[config.mk]
export PLATFORM = sky130hd
export DESIGN_NAME = proj_truth_table_driver
export DESIGN_NICKNAME = d
export VERILOG_FILES = /design/src/rtl/proj_truth_table_driver.sv
export SDC_FILE = /design/constraint.sdc
export NUM_CORES = 1
export LEC_CHECK = 0
export CAP_MARGIN = 20
export CORE_MARGIN = 2
export CORE_UTILIZATION = 40
export CTS_BUF_LIST = sky130_fd_sc_hd__clkbuf_16
export DETAILED_ROUTE_END_ITERATION = 10
export SYNTH_ARGS = -nofsm -noshare
export SYNTH_HDL_FRONTEND = slang
export SYNTH_SLANG_ARGS = --single-unit
export TNS_END_PERCENT = 10
[constraint.sdc]
create_clock -name clk -period 3 [get_ports clk]
set_input_delay 0.3 -clock clk [delete_from_list [all_inputs] [get_ports clk]]
set_output_delay 0.3 -clock clk [all_outputs]
set_load 0.02 [all_outputs]
[src/rtl/proj_truth_table_driver.sv]
`timescale 1ns/1ps
// proj_truth_table_driver
//
// Sequential harness for a single-output combinational projection. It sweeps
// every input vector 0..2^N_IN-1 onto x. For each vector it waits LAT cycles
// and then samples y. The samples are packed into WORD_W-bit truth-table words,
// and each complete word is emitted on a valid/ready stream.
//
// Parameters
//   N_IN    projection input count
//   LAT     cycles between driving x and sampling y (0 = same-cycle sample)
//   WORD_W  truth-table word width, power of 2, <= 2^N_IN
//
// Ports
//   clk       in   rising-edge clock
//   rst       in   synchronous active-high reset
//   start     in   begin a sweep (honoured only when idle)
//   busy      out  sweep in progress
//   done      out  one-cycle pulse at sweep completion
//   x         out  vector driven to the projection
//   y         in   projection response
//   tt_data   out  truth-table word; bit k of word j = y(j*WORD_W+k)
//   tt_valid  out  tt_data valid
//   tt_ready  in   sink accepts the word
//   tt_last   out  current word is the final one
//
// Optional feature, macro PROJ_SIG_EN:
//   sig       out  32-bit MISR signature over all y samples
//   sig_valid out  signature final, from the DONE cycle until next start/rst
module proj_truth_table_driver #(
  parameter int N_IN   = 10,
  parameter int LAT    = 0,
  parameter int WORD_W = 32
) (
  input  logic              clk,
  input  logic              rst,
  input  logic              start,
  output logic              busy,
  output logic              done,
  output logic [N_IN-1:0]   x,
  input  logic              y,
  output logic [WORD_W-1:0] tt_data,
  output logic              tt_valid,
  input  logic              tt_ready,
  output logic              tt_last
`ifdef PROJ_SIG_EN
  ,
  output logic [31:0]       sig,
  output logic              sig_valid
`endif
);

  localparam int NUM_VEC = 1 << N_IN;
  localparam int VEC_W   = N_IN + 1;
  localparam int IDX_W   = $clog2(WORD_W);
  localparam int WAIT_W  = (LAT > 0) ? $clog2(LAT + 1) : 1;

  typedef enum logic [1:0] {
    IDLE,
    SETTLE,
    EMIT,
    DONE
  } state_e;

  state_e              state_q, state_d;
  logic [VEC_W-1:0]    vec_q, vec_d;
  logic [WAIT_W-1:0]   wait_q, wait_d;
  logic [WORD_W-1:0]   word_q, word_d;

  logic [IDX_W-1:0]    bit_idx;
  logic                is_last;

  assign bit_idx = vec_q[IDX_W-1:0];
  assign is_last = (vec_q == VEC_W'(NUM_VEC - 1));

  // NOTE: every signal written here gets a default first, so no path through
  // the case statement can leave one unassigned and infer a latch.
  always_comb begin
    state_d = state_q;
    vec_d   = vec_q;
    wait_d  = wait_q;
    word_d  = word_q;
    unique case (state_q)
      IDLE: begin
        if (start) begin
          vec_d   = '0;
          wait_d  = WAIT_W'(LAT);
          word_d  = '0;
          state_d = SETTLE;
        end
      end
      SETTLE: begin
        if (wait_q != '0) begin
          wait_d = wait_q - WAIT_W'(1);
        end else begin
          word_d[bit_idx] = y;
          // The last bit of a word stays on its vector so that x holds during EMIT.
          if (bit_idx == {IDX_W{1'b1}}) begin
            state_d = EMIT;
          end else begin
            vec_d  = vec_q + VEC_W'(1);
            wait_d = WAIT_W'(LAT);
          end
        end
      end
      EMIT: begin
        if (tt_ready) begin
          if (is_last) begin
            state_d = DONE;
          end else begin
            vec_d   = vec_q + VEC_W'(1);
            wait_d  = WAIT_W'(LAT);
            word_d  = '0;
            state_d = SETTLE;
          end
        end
      end
      DONE: begin
        state_d = IDLE;
      end
      default: state_d = IDLE;
    endcase
  end

  // NOTE: state registers use non-blocking assignments so that every flop
  // samples the pre-edge values, whatever the statement order is.
  always_ff @(posedge clk) begin
    if (rst) begin
      state_q <= IDLE;
      vec_q   <= '0;
      wait_q  <= '0;
      word_q  <= '0;
    end else begin
      state_q <= state_d;
      vec_q   <= vec_d;
      wait_q  <= wait_d;
      word_q  <= word_d;
    end
  end

  // The outputs decode the registered state, so they stay stable while a word
  // is stalled. tt_data is masked outside EMIT so that partial words never show.
  assign x        = vec_q[N_IN-1:0];
  assign busy     = (state_q == SETTLE) || (state_q == EMIT);
  assign done     = (state_q == DONE);
  assign tt_valid = (state_q == EMIT);
  assign tt_last  = (state_q == EMIT) && is_last;
  assign tt_data  = (state_q == EMIT) ? word_q : '0;

`ifdef PROJ_SIG_EN
  localparam logic [31:0] MISR_POLY = 32'h80200003;

  logic        sample;
  logic        finish;
  logic [31:0] sig_q, sig_d;
  logic        sig_valid_q, sig_valid_d;

  assign sample = (state_q == SETTLE) && (wait_q == '0);
  assign finish = (state_q == EMIT) && tt_ready && is_last;

  always_comb begin
    sig_d       = sig_q;
    sig_valid_d = sig_valid_q;
    if (state_q == IDLE && start) begin
      sig_d       = 32'hFFFF_FFFF;
      sig_valid_d = 1'b0;
    end else if (sample) begin
      sig_d = {sig_q[30:0], 1'b0} ^ (sig_q[31] ? MISR_POLY : 32'h0) ^ {31'b0, y};
    end else if (finish) begin
      sig_valid_d = 1'b1;
    end
  end

  always_ff @(posedge clk) begin
    if (rst) begin
      sig_q       <= '0;
      sig_valid_q <= 1'b0;
    end else begin
      sig_q       <= sig_d;
      sig_valid_q <= sig_valid_d;
    end
  end

  assign sig       = sig_q;
  assign sig_valid = sig_valid_q;
`endif

endmodule

Yosys cells after proc, flatten, opt, wreduce, memory -nomap -nowiden
Index checks and enable logic that the tools add are counted.
{"block": "classes", "n_addsub": 2, "order_cmp": 2, "n_eq_ne": 11, "muxes": 26, "n_reduce_logical": 9}
{"operator": "2-to-1 mux 32 bit", "count": 5}
{"operator": "one-hot mux 32 bit (3 select lines)", "count": 1}
{"operator": "2-to-1 mux 11 bit", "count": 5}
{"operator": "one-hot mux 11 bit (3 select lines)", "count": 1}
{"operator": "bitwise mux 32 bit", "count": 1}
{"operator": "adder 11 x 1 -> 11 bit, second input constant", "count": 1}
{"operator": "equality test 11 x 10 -> 1 bit, second input constant", "count": 1}
{"operator": "2-to-1 mux 2 bit", "count": 5}
{"operator": "!= test 2 bit, second input constant", "count": 5}
{"operator": "one-hot mux 2 bit (4 select lines)", "count": 1}
{"operator": "AND reduction 4 bit", "count": 2}
{"operator": "less-than comparator 5 x 6 -> 1 bit, second input constant", "count": 1}
{"operator": "AND reduction 6 bit", "count": 1}
{"operator": "demux 1 bit (select 5 bit)", "count": 1}
{"operator": "equality test 5 bit, second input constant", "count": 1}
{"operator": ">= comparator 5 x 1 -> 1 bit, second input constant", "count": 1}
{"operator": "2-to-1 mux 1 bit", "count": 5}
{"operator": "AND reduction 5 bit", "count": 1}
{"operator": "equality test 2 bit, second input constant", "count": 2}
{"operator": "one-hot mux 1 bit (3 select lines)", "count": 1}
{"operator": "nonzero test 3 bit", "count": 1}
{"operator": "equality test 2 x 1 -> 1 bit, second input constant", "count": 1}
{"operator": "logical AND 1 bit", "count": 2}
{"operator": "logical NOT 2 bit", "count": 1}
{"operator": "3 further kinds", "count": 3}
{"block": "word_totals", "regBits": 46, "inputBits": 5, "out_inout_bits": 46, "elab_cells": 54}

Longest topological paths before layout
Gate-level depths: netlist of the first run.
{"block": "depth", "ltp_word": 7, "ltp_mapped": 10, "mapped_depth_nobuf": 7}

Worst setup path before layout of the first run
OpenSTA, ideal clock, no wires.
{"block": "synth_timing", "path_kind": "register to register", "start": "register vec_q[0]", "end": "register vec_q[10]", "setup_time_ps": 74, "t_arrival_ps": 2233, "required_time_ps": 2926, "slack_ps": 693, "path_stages_with_launch": 8, "path_buffers": 0, "period_less_slack_ps": 2307, "cell_sequence": "dfxtp_1 > ha_1 > and3_1 > ha_1 > a21bo_2 > nor4_4 > or4b_2 > a31oi_1"}
{"block": "synth_via", "elab_chain_cells": 4, "word_cells_on_any_way": 11, "classes_between": "add/sub (1); eq/ne (4); mux (5); reduce/logical (1)"}
{"item": "start: declaration", "line": "66", "rtl": "logic [VEC_W-1:0] vec_q, vec_d;"}
{"item": "start signal: assignment", "line": "135", "rtl": "vec_q <= vec_d;"}
{"item": "adder 11 x 1 -> 11 bit", "line": "101, 111"}
{"item": "2-to-1 mux 11 bit, on equally long branches", "line": "108, 98"}
{"item": "2-to-1 mux 11 bit, on equally long branches", "line": "107, 93"}
{"item": "one-hot mux 11 bit (3 select lines)", "line": "83", "rtl": "unique case (state_q)"}
Parallel ways exist; a longest one is shown, timed or not. The select of a mux whose other input is x is not followed.
A chain may end at the register's enable or synchronous reset.

Worst setup path after layout of the first run
{"block": "layout_timing", "start": "register state_q[0]", "end": "output tt_last"}
{"block": "layout_via", "elab_chain_cells": 2}
{"item": "start: declaration", "line": "65", "rtl": "state_e state_q, state_d;"}
{"item": "start signal: assignment", "line": "134", "rtl": "state_q <= state_d;"}
{"item": "equality test 2 bit", "line": "147", "rtl": "assign tt_last = (state_q == EMIT) && is_last;"}
{"item": "logical AND 1 bit", "line": "147"}
{"item": "end: declaration", "line": "45", "rtl": "output logic tt_last"}
No other way between the ends.

==> results.tsv, run 1 <==
metric	value	unit
status	complete, no violations	
Critical R2R Launch	state_q[0]	
Ant. Diodes	0	
Sink Count	45	
RSZ-0062 raised after global routing	false	
layout cells sized above 1	8.540	%
Worst Setup Path Type	reg2out	
Synth Register Bits	45	
cells along the critical path	inv_1 -> ha_1 -> nand3b_1 -> or4_1 -> clkinv_4 -> clkdlybuf4s50_1	
H-Tree Depth	2	
gr ovfl total	0	
antenna violations before repair	0	
Setup Skew	0.005311	ns
post-route design area	3422	um^2
CP delay by family, top	buffers and inverters	
pin count of the biggest net entering global routing	41	
Skew-Pair Late Insertion Delay	0.29	ns
vias per inst	5.858	
post-CTS setup buffers	0	
R2R depth	7	
Critical-path top delay cell	clkdlybuf4s50_1	
Setup violations, final	0	
P per Cell Area	670.1	nW/um^2
Post-CTS Hold Buffers	0	
Synth Area in Compound Gates	25.53	%
Post-Synth XOR/XNOR Area	0	%
WP data arrival	2.52	ns
peak per-stage delay on the critical path	0.62	ns
critical path startpoint category	flop	
dpl cell area	3232	um^2
worst hold slack	0.4884	ns
Synth Area in Adders	4.552	%
ys async rst share	0	%
Core Area	6719	um^2
chip height	86.90	um
hold_sp	word_q[7]	
drt drc	0	
full die area	7552	um^2
total of max-cap violations	0	
Worst setup EP type	primary output	
clock slew at reported path FFs	0.06	ns
HPWL Detailed	5023	um
Simple-Gate Fraction of Synth Area	28.17	%
CTS Buf Count	5	
average size of a mapped cell	8.280	um^2
Slew Limit Fails	0	
Buf+Inv Stages, Crit Path	3	
first-pass GRT wire length	12030	um
post-synth cell types	46	
r2r endpoint	word_q[20]	
Critical Path RT	2.70	ns
Peak VDD IR	0.4068	mV
final worst-path cycle share	94.15	%
Primary FF master, synth	dfxtp_1	
vias in the first global route	2367	
fin crit period	2.825	ns
clk root buf	clkbuf_16	
std cell rows	30	
die width	86.90	um
Worst Tran Pin Value	0.8594	ns
Peak Freq	0.3540	GHz
nets	377	
multiplexer share of the synthesized area	0	%
Worst Hold End	word_q[7]	
worst slack, placed	0.4704	ns
Ys Warns	0	
Post-synth EDFFs	0	
area grow syn2layout	24.49	%
via count	2595	
Initial DRT Pass Iterations	4	
mapped cell area	2749	um^2
sequential share of the synthesized area	32.77	%
critical path peak fanout	13	
Setup TNS	0	ns
routed length per placed instance	16.56	um
cts repair resizes	0	
Post-Syn Instances	332	
Slew HR	42.58	%
hold depth	1	
syn nets	347	
largest family of logic cells by synthesized area	simple AND/OR/NAND/NOR gates	
Ports	51	
CTS tree	built	
P_leak	1.207	nW
total wire length	7334	um
Final WS setup	0.1754	ns
GRT Overall Usage	20.04	%
Port Buffer Count	50	
Final Hold Fails	0	
routability cong.	0.8098	
hold crit path type	reg2reg	
initial core utilization	40.91	%
Max Root-Sink Buffers	2	
initial drt markers	232	
worst reg2reg setup slack	0.52	ns
Power Total	2.293	mW
Final ANT Viol Nets	0	
-- layout by cell type (no fill, tap or decap), types with 3 or more instances in the layout --
master           netlist  routed
nor3_1                 4       4
nand2b_1              10      10
inv_1                  7       7
a311oi_1               4       4
nor3b_1                3       3
nand4_1                5       5
and2_1                32      32
a32o_1                32      32
clkbuf_16              0       5
a31oi_1                5       5
nor2_1                 6       6
ha_1                  10      10
nand2_1               15      15
nand3_1               41      41
dfxtp_1               45      45
clkdlybuf4s50_1        0      50
buf_4                 10      12
a21oi_1                6       6
o21ai_0               39      39
-- flip-flops by register name, indices dropped and copies added, names as in the netlist --
signal	cells
vec_q	11
word_q	32
state_q	2
-- metal layers --
layer	GRT usage, %	share of wire [%]	up-vias
met4	4.688	1.1	0
met3	3.223	5.5	7
li1	-	-	1288
met1	28.23	47	1218
met2	32.13	47	82
met5	0	0	-
-- layout make-up --
type	instances	area, um^2
clock buffers	5	125.1
clock inverters	3	65.06
fillers	675	3297
inverters	9	38.79
multi-input cells	239	1602
flip-flops and latches	45	900.9
well taps	80	100.1
repair buffers	62	590.6
-- worst max-delay path by stage --
stage | start | to | cells after the start
CTS | state_q[0] | tt_last | 6
floorplan | vec_q[0] | vec_q[10] | 7
finish | state_q[0] | tt_last | 6
global placement | state_q[0] | tt_last | 6
global route | state_q[0] | tt_last | 6
detailed placement | state_q[0] | tt_last | 6
-- cells in the mapped netlist, drive strengths merged, types with 2 or more instances --
cell	count	share of area [%]
o311ai	2	0.64
and3	2	0.46
a311oi	4	1.3
a31oi	5	1.1
clkbuf	21	2.9
a21oi	6	1.1
nor3b	4	1.3
a21bo	2	0.73
nand3	42	7.8
and2	32	7.3
nor4	2	1.0
and4	2	0.64
dfxtp	45	33
a32o	32	12
o41ai	2	0.64
inv	7	0.96
nor3	5	1.1
nand2b	10	2.3
nor2	7	1.0
ha	10	4.6
buf	18	4.7
nor2b	2	0.73
o21ai	39	7.1
nand2	15	2.0
nand4	5	1.1
clkinv	2	0.46
-- logic make-up (layout without fill, tap and decap cells) --
logic type      Yosys count  count (layout)
flops                    45              45
fa+ha+maj                10              10
simple gates            133             133
compound gates           96              96
buf+inv                  48              79
-- stage by stage --
stage,utilization (%),std cells
after floorplan,-,332
after global routing,50.93,443
after detailed placement,48.10,435
after global placement,48.10,435
final,50.93,443
after CTS,50.93,443
-- where the power goes --
group / total (mW) / leakage, nW / internal [mW] / switching, mW
Combinational: 0.941 / 0.750 / 0.363 / 0.578
Clock: 0.710 / 0.0938 / 0.476 / 0.235
Sequential: 0.642 / 0.363 / 0.617 / 0.0244
Note: power is estimated with default switching activity, not from simulation.
==> inputs of run 2 (changes only) <==
--- a/config.mk
+++ b/config.mk
@@ -6,7 +6,7 @@
 export NUM_CORES = 1
 export LEC_CHECK = 0
 export CAP_MARGIN = 20
-export CORE_MARGIN = 2
+export CORE_MARGIN = 1
 export CORE_UTILIZATION = 40
 export CTS_BUF_LIST = sky130_fd_sc_hd__clkbuf_16
 export DETAILED_ROUTE_END_ITERATION = 10
==> run 2 against run 1 <==
- the run now ends with DRC left
- cell area increased by 0.33%
- sequential cell count unchanged
- power increased by 1.4%
- critical path type unchanged
==> results.tsv, run 2 (synthesis results as in run 1) <==
metric	value	unit	change
status	complete, but fails checks		
violated checks	DRC		
critical path startpoint category	flop		
Critical Path RT	2.70	ns	about the same
hold_sp	word_q[17]		
max reg flops	32		unchanged
Slew Limit Fails	0		unchanged
P per Cell Area	677.2	nW/um^2	+1.1%
initial core utilization	42.32	%	+1.4 points
Setup Skew	0.006826	ns	+0.001515 ns
Peak VDD IR	0.3255	mV	-20%
crit path to	tt_last		
post-CTS setup buffers	0		unchanged
full die area	7208	um^2	-4.6%
initial drt markers	196		-16%
post-route design area	3433	um^2	+0.33%
WP data arrival	2.52	ns	about the same
Worst setup EP type	primary output		
std cell rows	29		-3.3%
Critical path origin	vec_q[0]		
Reg with most FFs	word_q		
vias per inst	5.975		+2.0%
antenna violations before repair	0		unchanged
Cell Count Post-Placement	434		-0.23%
via count	2641		+1.8%
Slew HR	57.69	%	+15 points
clock slew at reported path FFs	0.07	ns	about the same
chip height	84.90	um	-2.3%
Max Root-Sink Buffers	2		unchanged
routed length per placed instance	16.95	um	+2.4%
total of max-cap violations	0		unchanged
Critical R2R Launch	state_q[0]		
area grow syn2layout	24.90	%	
Port Buffer Count	50		unchanged
H-Tree Depth	2		unchanged
r2r endpoint	vec_q[10]		
Setup violations, final	0		unchanged
vias in the first global route	2354		-0.55%
Final Hold Fails	0		unchanged
critical path peak fanout	13		unchanged
worst reg2reg setup slack	0.51	ns	about the same
pin count of the biggest net entering global routing	41		unchanged
Worst Setup Path Type	reg2out		
fin crit period	2.825	ns	+0.0002250 ns
HPWL Detailed	4955	um	-1.3%
clk root buf	clkbuf_16		
R2R depth	7		unchanged
layout cells sized above 1	9.041	%	+0.50 points
Peak Freq	0.3540	GHz	about the same
Worst Tran Pin Value	0.6319	ns	-0.2275 ns
Final ANT Viol Nets	0		unchanged
Skew-Pair Late Insertion Delay	0.29	ns	about the same
hold crit path type	reg2reg		
Final Non-Filler Cells	442		-0.23%
Setup TNS	0	ns	unchanged
Core Area	6495	um^2	-3.3%
total wire length	7490	um	+2.1%
cts repair resizes	0		unchanged
dpl cell area	3243	um^2	+0.35%
CTS Buf Count	5		unchanged
Post-CTS Hold Buffers	0		unchanged
CTS tree	built		
gr ovfl total	0		unchanged
Ant. Diodes	0		unchanged
commonest non-fill, non-tap cell in the layout	clkdlybuf4s50_1		
highest-count cells in the layout ignoring fill and taps	clkdlybuf4s50_1 (50), dfxtp_1 (45), nand3_1 (41), o21ai_0 (39)		
die width	84.90	um	-2.3%
GRT Overall Usage	21.67	%	+1.6 points
RSZ-0062 raised after global routing	false		
drt drc	3		+3
Initial DRT Pass Iterations	10		+6
first-pass GRT wire length	12270	um	+2.0%
routability cong.	0.8760		+8.2%
final worst-path cycle share	94.16	%	about the same
Ports	51		unchanged
P_leak	1.217	nW	+0.85%
nets	379		+0.53%
Sink Count	45		unchanged
top flop regs	word_q: 32 flops, vec_q: 11 flops, state_q: 2 flops		
run 2: power by group:
group,switching [mW],internal (mW)
logic,0.603,0.364
clock network,0.241,0.476
registers,0.0247,0.617
total,0.868,1.46
run 2: worst min-delay path by stage:
| stage | slack [ns] | end | cells past startpoint |
|---|---|---|---|
| finish | 0.49 | word_q[17] | 1 |
| global route | 0.51 | word_q[27] | 1 |
| CTS | 0.49 | word_q[3] | 1 |
| detailed placement | 0.48 | word_q[3] | 1 |
| global placement | 0.48 | word_q[4] | 1 |
| floorplan | 0.46 | word_q[24] | 1 |
run 2: area by class of cell:
class | count | area [um^2]
well taps | 77 | 96.34
clock buffers | 5 | 125.1
fillers | 612 | 3062
clock inverters | 3 | 65.06
flip-flops and latches | 45 | 900.9
multi-input cells | 239 | 1602
repair buffers | 64 | 605.6
inverters | 9 | 38.79
run 2: stage by stage:
| step | utilization, % | worst slack (ns) | hold slack [ns] | power (mW) |
|---|---|---|---|---|
| 2_1_floorplan | - | 0.6928 | 0.4610 | 1.359 |
| 3_3_place_gp | 49.93 | 0.5536 | 0.4764 | 1.607 |
| 3_5_place_dp | 49.93 | 0.4927 | 0.4778 | 1.609 |
| 4_1_cts | 52.86 | 0.1770 | 0.4932 | 2.331 |
| 5_1_grt | 52.86 | 0.05642 | 0.5100 | 2.492 |
| 6_report | 52.86 | 0.1752 | 0.4881 | 2.325 |
run 2: worst max-delay path: stages (launching register included):
cell	delay, ns
dfxtp_1	0.45
ha_1	0.32
nand2_1	0.11
or4_1	0.59
clkinv_4	0.15
clkdlybuf4s50_1	0.61
run 2: layer usage:
| layer | wire [um] | up-vias | GRT usage [%] |
|---|---|---|---|
| met4 | 61 | 0 | 6.934 |
| met2 | 3315 | 83 | 32.82 |
| met5 | 0 | - | 0 |
| met1 | 3714 | 1254 | 31.49 |
| li1 | - | 1298 | - |
| met3 | 398 | 6 | 3.405 |
